--- config.mk ---
export PLATFORM = sky130hd
export DESIGN_NAME = tcm_loader
export DESIGN_NICKNAME = d
export VERILOG_FILES = /design/src/rtl/tcm_loader_pkg.sv /design/src/rtl/tcm_word_packer.sv /design/src/rtl/tcm_loader.sv
export SDC_FILE = /design/constraint.sdc
export NUM_CORES = 1
export LEC_CHECK = 0
export ABC_AREA = 1
export BUFFER_PORTS_ARGS = -buffer_cell sky130_fd_sc_hd__buf_4
export CAP_MARGIN = 20
export CORE_MARGIN = 2
export CORE_UTILIZATION = 30
export DETAILED_ROUTE_END_ITERATION = 8
export SYNTH_ARGS = -nofsm -noshare
export SYNTH_HDL_FRONTEND = slang
export SYNTH_HIERARCHICAL = 1
export SYNTH_SLANG_ARGS = --single-unit
--- constraint.sdc ---
create_clock -name clk_i -period 3.5 [get_ports clk_i]
set_input_delay 0.175 -clock clk_i [delete_from_list [all_inputs] [get_ports clk_i]]
set_output_delay 0.175 -clock clk_i [all_outputs]
set_load 0.01 [all_outputs]
--- src/rtl/tcm_loader_pkg.sv ---
// Shared definitions for the TCM boot loader: FSM states, error codes and header size.
package tcm_loader_pkg;

  typedef enum logic [1:0] {
    ST_IDLE = 2'd0,
    ST_LEN  = 2'd1,
    ST_DATA = 2'd2,
    ST_SUM  = 2'd3
  } state_e;

  localparam logic [1:0] ERR_NONE = 2'd0;
  localparam logic [1:0] ERR_LEN  = 2'd1;
  localparam logic [1:0] ERR_SUM  = 2'd2;

  localparam int unsigned HDR_BYTES = 4;

endpackage

--- src/rtl/tcm_word_packer.sv ---
// Packs payload bytes little-endian into SRAM words and issues one-cycle byte-enabled writes.
module tcm_word_packer
  import tcm_loader_pkg::*;
#(
  parameter int unsigned DATA_WIDTH = 32,
  parameter int unsigned N_ENTRIES  = 1024
) (
  input  logic                            clk_i,
  input  logic                            rst_i,
  input  logic                            clear_i,
  input  logic                            push_i,
  input  logic                            flush_i,
  input  logic [7:0]                      byte_i,
  output logic                            wr_o,
  output logic [DATA_WIDTH/8-1:0]         wr_be_o,
  output logic [$clog2(N_ENTRIES)-1:0]    wr_addr_o,
  output logic [DATA_WIDTH-1:0]           wr_data_o
);

  localparam int unsigned BPW = DATA_WIDTH / 8;
  localparam int unsigned LW  = (BPW > 1) ? $clog2(BPW) : 1;
  localparam int unsigned AW  = $clog2(N_ENTRIES);

  logic [LW-1:0]         lane_q, lane_d;
  logic [DATA_WIDTH-1:0] acc_q, acc_d, acc_c;
  logic [BPW-1:0]        be_q, be_d, be_c;
  logic [AW-1:0]         addr_q, addr_d;
  logic                  wr_q, wr_d;
  logic [BPW-1:0]        wr_be_q, wr_be_d;
  logic [AW-1:0]         wr_addr_q, wr_addr_d;
  logic [DATA_WIDTH-1:0] wr_data_q, wr_data_d;
  logic                  full_c;

  // Word contents including the incoming byte; unfilled lanes stay zero.
  always_comb begin
    acc_c  = acc_q | (DATA_WIDTH'(byte_i) << {lane_q, 3'b000});
    be_c   = be_q | (BPW'(1) << lane_q);
    full_c = (lane_q == LW'(BPW - 1));

    lane_d    = lane_q;
    acc_d     = acc_q;
    be_d      = be_q;
    addr_d    = addr_q;
    wr_d      = 1'b0;
    wr_be_d   = wr_be_q;
    wr_addr_d = wr_addr_q;
    wr_data_d = wr_data_q;

    if (clear_i) begin
      lane_d = '0;
      acc_d  = '0;
      be_d   = '0;
      addr_d = '0;
    end else if (push_i) begin
      if (full_c || flush_i) begin
        wr_d      = 1'b1;
        wr_be_d   = be_c;
        wr_data_d = acc_c;
        wr_addr_d = addr_q;
        addr_d    = addr_q + AW'(1);
        lane_d    = '0;
        acc_d     = '0;
        be_d      = '0;
      end else begin
        lane_d = lane_q + LW'(1);
        acc_d  = acc_c;
        be_d   = be_c;
      end
    end
  end

  always_ff @(posedge clk_i) begin
    if (rst_i) begin
      lane_q    <= '0;
      acc_q     <= '0;
      be_q      <= '0;
      addr_q    <= '0;
      wr_q      <= 1'b0;
      wr_be_q   <= '0;
      wr_addr_q <= '0;
      wr_data_q <= '0;
    end else begin
      lane_q    <= lane_d;
      acc_q     <= acc_d;
      be_q      <= be_d;
      addr_q    <= addr_d;
      wr_q      <= wr_d;
      wr_be_q   <= wr_be_d;
      wr_addr_q <= wr_addr_d;
      wr_data_q <= wr_data_d;
    end
  end

  assign wr_o      = wr_q;
  assign wr_be_o   = wr_be_q;
  assign wr_addr_o = wr_addr_q;
  assign wr_data_o = wr_data_q;

endmodule

--- src/rtl/tcm_loader.sv ---
// Boot loader: parses length header, streams payload into TCM SRAM, verifies trailing checksum.
module tcm_loader
  import tcm_loader_pkg::*;
#(
  parameter int unsigned DATA_WIDTH = 32,
  parameter int unsigned N_ENTRIES  = 1024
) (
  input  logic                         clk_i,
  input  logic                         rst_i,
  input  logic                         start_i,
  input  logic                         rx_valid_i,
  input  logic [7:0]                   rx_data_i,
  output logic                         rx_ready_o,
  output logic                         sram_en_o,
  output logic                         sram_we_o,
  output logic [DATA_WIDTH/8-1:0]      sram_be_o,
  output logic [$clog2(N_ENTRIES)-1:0] sram_addr_o,
  output logic [DATA_WIDTH-1:0]        sram_data_o,
  output logic                         busy_o,
  output logic                         done_o,
  output logic [1:0]                   err_o
);

  localparam logic [32:0] CAP = 33'(N_ENTRIES * (DATA_WIDTH / 8));

  state_e      state_q, state_d;
  logic [1:0]  hdr_cnt_q, hdr_cnt_d;
  logic [31:0] len_q, len_d;
  logic [31:0] byte_cnt_q, byte_cnt_d;
  logic [7:0]  sum_q, sum_d;
  logic [1:0]  err_q, err_d;
  logic        done_q, done_d;
  logic        busy_q, busy_d;
  logic        ready_q, ready_d;
  logic        accept_c, clear_c, push_c, flush_c;
  logic [7:0]  sum_c;
  logic        wr_c;

  assign accept_c = rx_valid_i & ready_q;
  assign sum_c    = sum_q + rx_data_i;

  always_comb begin
    state_d    = state_q;
    hdr_cnt_d  = hdr_cnt_q;
    len_d      = len_q;
    byte_cnt_d = byte_cnt_q;
    sum_d      = sum_q;
    err_d      = err_q;
    done_d     = 1'b0;
    clear_c    = 1'b0;
    push_c     = 1'b0;
    flush_c    = 1'b0;

    case (state_q)
      ST_IDLE: begin
        if (start_i) begin
          state_d    = ST_LEN;
          hdr_cnt_d  = '0;
          len_d      = '0;
          byte_cnt_d = '0;
          sum_d      = '0;
          err_d      = ERR_NONE;
          clear_c    = 1'b1;
        end
      end
      ST_LEN: begin
        if (accept_c) begin
          // Header arrives LSB first, so shift each byte in from the top.
          len_d     = {rx_data_i, len_q[31:8]};
          hdr_cnt_d = hdr_cnt_q + 2'd1;
          if (hdr_cnt_q == 2'(HDR_BYTES - 1)) begin
            if ({1'b0, len_d} > CAP) begin
              err_d   = ERR_LEN;
              done_d  = 1'b1;
              state_d = ST_IDLE;
            end else if (len_d == 32'd0) begin
              state_d = ST_SUM;
            end else begin
              state_d = ST_DATA;
            end
          end
        end
      end
      ST_DATA: begin
        if (accept_c) begin
          push_c     = 1'b1;
          sum_d      = sum_c;
          byte_cnt_d = byte_cnt_q + 32'd1;
          if (byte_cnt_q == len_q - 32'd1) begin
            flush_c = 1'b1;
            state_d = ST_SUM;
          end
        end
      end
      ST_SUM: begin
        if (accept_c) begin
          if (sum_c != 8'd0) err_d = ERR_SUM;
          done_d  = 1'b1;
          state_d = ST_IDLE;
        end
      end
      default: state_d = ST_IDLE;
    endcase

    ready_d = (state_d != ST_IDLE);
    busy_d  = (state_d != ST_IDLE);
  end

  always_ff @(posedge clk_i) begin
    if (rst_i) begin
      state_q    <= ST_IDLE;
      hdr_cnt_q  <= '0;
      len_q      <= '0;
      byte_cnt_q <= '0;
      sum_q      <= '0;
      err_q      <= ERR_NONE;
      done_q     <= 1'b0;
      busy_q     <= 1'b0;
      ready_q    <= 1'b0;
    end else begin
      state_q    <= state_d;
      hdr_cnt_q  <= hdr_cnt_d;
      len_q      <= len_d;
      byte_cnt_q <= byte_cnt_d;
      sum_q      <= sum_d;
      err_q      <= err_d;
      done_q     <= done_d;
      busy_q     <= busy_d;
      ready_q    <= ready_d;
    end
  end

  tcm_word_packer #(
    .DATA_WIDTH (DATA_WIDTH),
    .N_ENTRIES  (N_ENTRIES)
  ) u_packer (
    .clk_i     (clk_i),
    .rst_i     (rst_i),
    .clear_i   (clear_c),
    .push_i    (push_c),
    .flush_i   (flush_c),
    .byte_i    (rx_data_i),
    .wr_o      (wr_c),
    .wr_be_o   (sram_be_o),
    .wr_addr_o (sram_addr_o),
    .wr_data_o (sram_data_o)
  );

  assign sram_en_o  = wr_c;
  assign sram_we_o  = wr_c;
  assign rx_ready_o = ready_q;
  assign busy_o     = busy_q;
  assign done_o     = done_q;
  assign err_o      = err_q;

endmodule

==> summary.txt, run 1 <==
Post-synthesis sequential area ratio -> 39.6%
Critical path peak fanout -> 23
I/O pin count -> 65
Period minus WS final -> 3.09 ns
Period utilisation layout -> 88.3%
Initial antenna violation count -> 0
Clock sinks -> 175
Clock power frac -> 42.4%
Fmax -> 323 MHz
Via count -> 8224
Mapped Nets -> 1297
Die area -> 30900 sq um
Detailed placement HPWL -> 17400 um
Crit. Startpoint -> len_q[0]
Dominant cell type by area after synthesis -> dfxtp_1
Mean post-synth cell area -> 6.98 sq um
Slew Viols, Final -> 0
Maximum root-to-sink buffer count -> 2
Fin util -> 35.9%
Mapped Cells -> 1269
Clk slew on worst S/H paths -> 0.07 ns
CTS H-tree lvls -> 4
Footprint of the multi-input gates -> 4510 sq um
Worst setup SP type -> flip-flop
Setup Crit Path Kind -> flip-flop to flip-flop
Layout filler cell count -> 3078
Yosys top cell area share -> 39.6%
Nets -> 1351
RR Startpoint -> len_q[0]
Final WS setup -> 0.408 ns
Synth Area in Simple Gates -> 26.3%
P_leak -> 4.30 nW
Pint -> 3.23 mW
Number of synthesized flops with an enable pin -> 0
Core ar. -> 28900 sq um
Number of global-route vias before repair -> 7485
Outcome -> finished clean
Post-route ant nets -> 0
# port buffers -> 64
Critical path required time -> 3.88 ns
Area share of fa/ha/maj cells after synthesis -> 2.35%
Area contributors post-synth -> dfxtp_1 (40%), nand2_1 (10%), nor2_1 (7.4%)
Max VDD drop -> 0.000401 V
Largest family of logic cells by synthesized area -> simple AND/OR/NAND/NOR gates
Layout cells sized above 1 -> 11.4%
DRT iter0 DRCs -> 631
Synth unique cells -> 45
Compound-gate portion of the synthesized area -> 19.2%
Combinational share of power -> 12.1%
Die Wd -> 176 um
DR pass1 iterations -> 7
Clock Skew -> 0.0117 ns
Clk root buf -> clkbuf_16
Main synth FF type -> dfxtp_1
Max_slew headroom -> 45.8%
Area Overhead vs Synth -> 17.2%
Arr. time, crit path -> 3.47 ns
FFs w/ async S/R, synth -> 0%
Dpl ws -> 0.384 ns
Num rows -> 62
CTS Buf Count -> 17
Multiplexer area fraction after synthesis -> 0%
Synth top cells by count -> nand2_1 (238), dfxtp_1 (175), nor2_1 (175)
Most frequent cell after synthesis -> nand2_1
Register area -> 3500 sq um
Sw power -> 1.36 mW
Seq pwr share -> 45.5%
Setup violators final -> 0
Pwr Density -> 442 nW/um^2
Min-Delay Path Class -> input pin to flip-flop
Ant diodes -> 0
Synthesized flop and latch total -> 175
Pin count of the biggest net entering global routing -> 48
Maxcap violations -> 0
Tightest Pin Transition -> 0.812 ns
Die height -> 176 um
WHS -> 0.0440 ns
First-pass GRT wire length -> 38900 um
Switching share of total power -> 29.6%
XOR/XNOR Fraction of Synth Area -> 3.14%
CTS tree -> done
Hold Crit Start -> rx_data_i[2]
Final wirelength -> 23800 um
R2r setup slk -> 0.41 ns
Cell Area, Synth -> 8850 sq um
Drt wl/cell -> 13.9 um
CP endpoint kind -> flip-flop
DRC -> 0
Setup TNS Final -> 0 ns
Starting Density -> 30.7%
RePlAce Congestion -> 0.914
Number of synthesis warnings -> 6
Worst-Skew Late Latency -> 0.44 ns
Grt ovf -> 0
All-Layer GR Usage -> 15.6%
Unrepaired setup endpoints after global routing -> false
Hold Fails Final Rpt -> 0
Drt via density -> 4.78
Power Total -> 4.58 mW
-- power by group through the flow --
stage	combinational (mW)	clock, mW	sequential [mW]
after floorplan	0.407	0	2.11
after global placement	0.543	0	2.13
after detailed placement	0.549	0	2.13
after CTS	0.551	1.98	2.08
after global routing	0.633	2.07	2.09
final	0.556	1.94	2.09
-- registers in the layout (all words and copies together), names as in the netlist, 2 cells and up --
| signal | count |
|---|---|
| byte_cnt_q | 32 |
| err_o | 2 |
| hdr_cnt_q | 2 |
| len_q | 32 |
| state_q | 2 |
| sum_q | 8 |
| u_packer/acc_q | 32 |
| u_packer/addr_q | 10 |
| u_packer/be_q | 4 |
| u_packer/lane_q | 2 |
| u_packer/wr_addr_o | 10 |
| u_packer/wr_be_o | 4 |
| u_packer/wr_data_o | 32 |
-- cell families after synthesis --
| kind of cell | Yosys count |
|---|---|
| adder cells (fa/ha/maj) | 16 |
| XOR/XNOR | 30 |
| AND/OR/NAND/NOR | 533 |
| buffers and inverters | 208 |
| AO/OA/AOI/OAI | 307 |
| flip-flops | 175 |
-- cells in the final DEF, fill, tap and decap left out, types with 2 or more instances in the layout --
cell type / n
nand2_1: 238
dfxtp_1: 175
nor2_1: 174
inv_1: 155
a21oi_1: 125
o21ai_0: 92
buf_4: 76
nand3_1: 42
a211oi_1: 37
o21ai_1: 32
nand4_1: 18
clkbuf_16: 18
nor3_1: 17
xor2_1: 15
ha_1: 15
xnor2_1: 14
o21bai_1: 10
nor2_4: 9
nand2_2: 8
nor2_2: 7
nand3b_1: 7
inv_2: 5
o21a_1: 4
inv_6: 4
clkinv_1: 3
or2_2: 3
clkinv_8: 3
inv_8: 3
nand2_4: 2
o211ai_1: 2
clkinv_2: 2
buf_12: 2
-- worst max-delay path, stage by stage (launching register included) --
cell and delay, ns:
dfxtp_1 0.31, inv_1 0.14, ha_1 0.22, nand2_1 0.15
nor2_1 0.20, buf_4 0.20, nand3_1 0.10, nand2_1 0.12
nand2_1 0.07, nand2_1 0.05, nand2_1 0.05, nor2_1 0.12
nand2_1 0.08, nor2_1 0.12, nand2_1 0.12, inv_1 0.13
o21ai_4 0.10, nor2_4 0.25, buf_4 0.17, buf_12 0.14
o21ai_1 0.08, a21oi_1 0.11
-- worst paths after layout --
kind,to,cells after the start
hold reg to reg,u_packer/be_q[3],2
hold / removal,len_q[26],3
setup / recovery,u_packer/wr_addr_o[5],21
setup reg to reg,u_packer/wr_addr_o[5],21
-- routing by layer --
| layer | vias up | routed length, um | global-route usage [%] |
|---|---|---|---|
| li1 | 4248 | - | - |
| met1 | 3751 | 11500 | 21.5 |
| met2 | 189 | 10700 | 24.7 |
| met3 | 36 | 1120 | 2.36 |
| met4 | 0 | 577 | 5.79 |
| met5 | - | 0 | 0 |
-- cell type report --
class / instances / area share [%]
clock buffer: 17 / 4.10
clock inverter: 15 / 1.68
sequential: 175 / 33.8
inverter: 163 / 5.90
timing repair buffer: 80 / 6.39
multi-input combinational: 886 / 43.5
tap: 384 / 4.63
-- metrics by stage --
| step | instance area [sq um] | cells |
|---|---|---|
| after floorplan | 8850 | 1269 |
| after global placement | 9690 | 1682 |
| after detailed placement | 9720 | 1683 |
| after CTS | 10300 | 1715 |
| after global routing | 10400 | 1720 |
| final | 10400 | 1720 |
-- repair_timing --
action                                  4_1_cts  5_1_grt
gates resized for setup                       0        1
setup buffers                                 0        4
endpoints found under the hold margin         0        0
endpoints found under the setup margin        0        6
hold buffers                                  0        0
Note: power is estimated with default switching activity, not from simulation.
==> run 2: changes to the inputs <==
--- a/config.mk
+++ b/config.mk
@@ -6,11 +6,11 @@
 export NUM_CORES = 1
 export LEC_CHECK = 0
 export ABC_AREA = 1
-export BUFFER_PORTS_ARGS = -buffer_cell sky130_fd_sc_hd__buf_4
 export CAP_MARGIN = 20
 export CORE_MARGIN = 2
 export CORE_UTILIZATION = 30
 export DETAILED_ROUTE_END_ITERATION = 8
+export DONT_BUFFER_PORTS = 1
 export SYNTH_ARGS = -nofsm -noshare
 export SYNTH_HDL_FRONTEND = slang
 export SYNTH_HIERARCHICAL = 1
==> summary.txt, run 2 (synthesis gave the netlist of run 1 again) <==
Outcome -> finished clean
CP Cell Sequence -> inv_1 > ha_1 > nand2_1 > nor2_1 > nand2_1 > nor2_1 > nand2_1 > nand3_1 > nand2_1 > nor2_1 > nand2_1 > nor2_1 > nand2_1 > inv_1 > o21ai_4 > nor2_4 > buf_12 > o21ai_0 > a21oi_1
Clk root buf -> clkbuf_16
Drt via density -> 4.86
Ant diodes -> 0
Via count -> 8071
First-pass GRT wire length -> 39700 um
Detailed placement HPWL -> 17200 um
Die area -> 30900 sq um
Pwr Density -> 461 nW/um^2
Clock sinks -> 175
CTS tree -> done
Die Wd -> 176 um
Clk slew on worst S/H paths -> 0.07 ns
Power Total -> 4.59 mW
Post-route ant nets -> 0
Arr. time, crit path -> 3.44 ns
DRC -> 0
CP max stage cell -> dfxtp_1
Setup TNS Final -> 0 ns
I/O pin count -> 65
Fin util -> 34.5%
Hold Crit Start -> rst_i
Final WS setup -> 0.421 ns
Period utilisation layout -> 88.0%
Hold Fails Final Rpt -> 0
Min-Delay Path Class -> input pin to flip-flop
Worst path bufs/invs -> 3
CTS H-tree lvls -> 4
Max_slew headroom -> 46.4%
Dpl ws -> 0.236 ns
RePlAce Congestion -> 0.902
Setup Crit Path Kind -> flip-flop to flip-flop
Fin area -> 9950 sq um
Initial antenna violation count -> 0
Maximum root-to-sink buffer count -> 2
Setup violators final -> 0
Clock Skew -> 0.0153 ns
Worst path top cell family by delay -> simple AND/OR/NAND/NOR gates
Period minus WS final -> 3.08 ns
Worst-Skew Late Latency -> 0.44 ns
Fmax -> 325 MHz
Worst setup SP type -> flip-flop
Crit. Startpoint -> len_q[0]
Number of global-route vias before repair -> 7566
Tightest Pin Transition -> 0.803 ns
P_leak -> 3.98 nW
DRT iter0 DRCs -> 494
Dpl cell area -> 9200 sq um
Slew Viols, Final -> 0
RR Startpoint -> len_q[0]
Starting Density -> 30.7%
Critical path required time -> 3.86 ns
Nets -> 1292
Most common cell after layout, fill and taps aside -> nand2_1
Core ar. -> 28900 sq um
Max VDD drop -> 0.000317 V
CTS Buf Count -> 17
Die height -> 176 um
CP endpoint kind -> flip-flop
Num rows -> 62
Dpl cells -> 1617
Unrepaired setup endpoints after global routing -> false
All-Layer GR Usage -> 16.1%
# port buffers -> 0
Critical path peak fanout -> 71
Area Overhead vs Synth -> 12.4%
Max stage delay on crit path -> 0.31 ns
Final Non-Filler Cells -> 1661
DR pass1 iterations -> 5
Final wirelength -> 24300 um
Worst path most repeated cell -> nand2_1
Layout cells sized above 1 -> 6.50%
Grt ovf -> 0
Commonest non-fill, non-tap cells in the layout -> nand2_1 (238), nor2_1 (175), dfxtp_1 (175)
Maxcap violations -> 0
Pin count of the biggest net entering global routing -> 72
WHS -> 0.0286 ns
Drt wl/cell -> 14.6 um
[run 2: changes by cell type in the layout (fill, tap and decap cells not counted), sizes merged]
cell / previous run / this run
inv: 167 / 166
dlygate4sd3: 0 / 9
clkinvlp: 1 / 2
clkinv: 9 / 8
buf: 79 / 12
[run 2: metal layers]
| metal | global-route usage, % | wire [um] | up-vias |
|---|---|---|---|
| met2 | 26.2 | 11000 | 179 |
| met4 | 4.79 | 410 | 0 |
| met5 | 0 | 0 | - |
| li1 | - | - | 4141 |
| met1 | 21.6 | 11500 | 3728 |
| met3 | 3.07 | 1300 | 23 |
[run 2: layout make-up]
cell class              count  area, sq um
multi-input cells         886         4510
fillers                  3155        18900
clock buffers              18          439
repair buffers             21          238
well taps                 384          480
inverters                 163          612
flip-flops and latches    175         3500
clock inverters            14          168
[run 2: power by group]
part | total (mW) | internal (mW) | switching (mW)
sequential | 2.09 | 2.03 | 0.0609
clock | 1.96 | 1.04 | 0.920
combinational | 0.540 | 0.179 | 0.361
[run 2: what timing repair did]
action                                  in CTS  in global routing
buffers inserted                             0                  1
gates resized for setup                      0                  0
hold buffers                                10                  0
hold endpoints to repair                    35                  0
endpoints found under the setup margin       0                 39
[run 2: final timing paths]
check	slack, ns	cells after the start	endpoint
max	0.42	19	u_packer/wr_data_o[11]
min	0.03	2	u_packer/wr_be_o[2]
max reg2reg	0.42	19	u_packer/wr_data_o[11]
min reg2reg	0.45	2	u_packer/be_q[3]
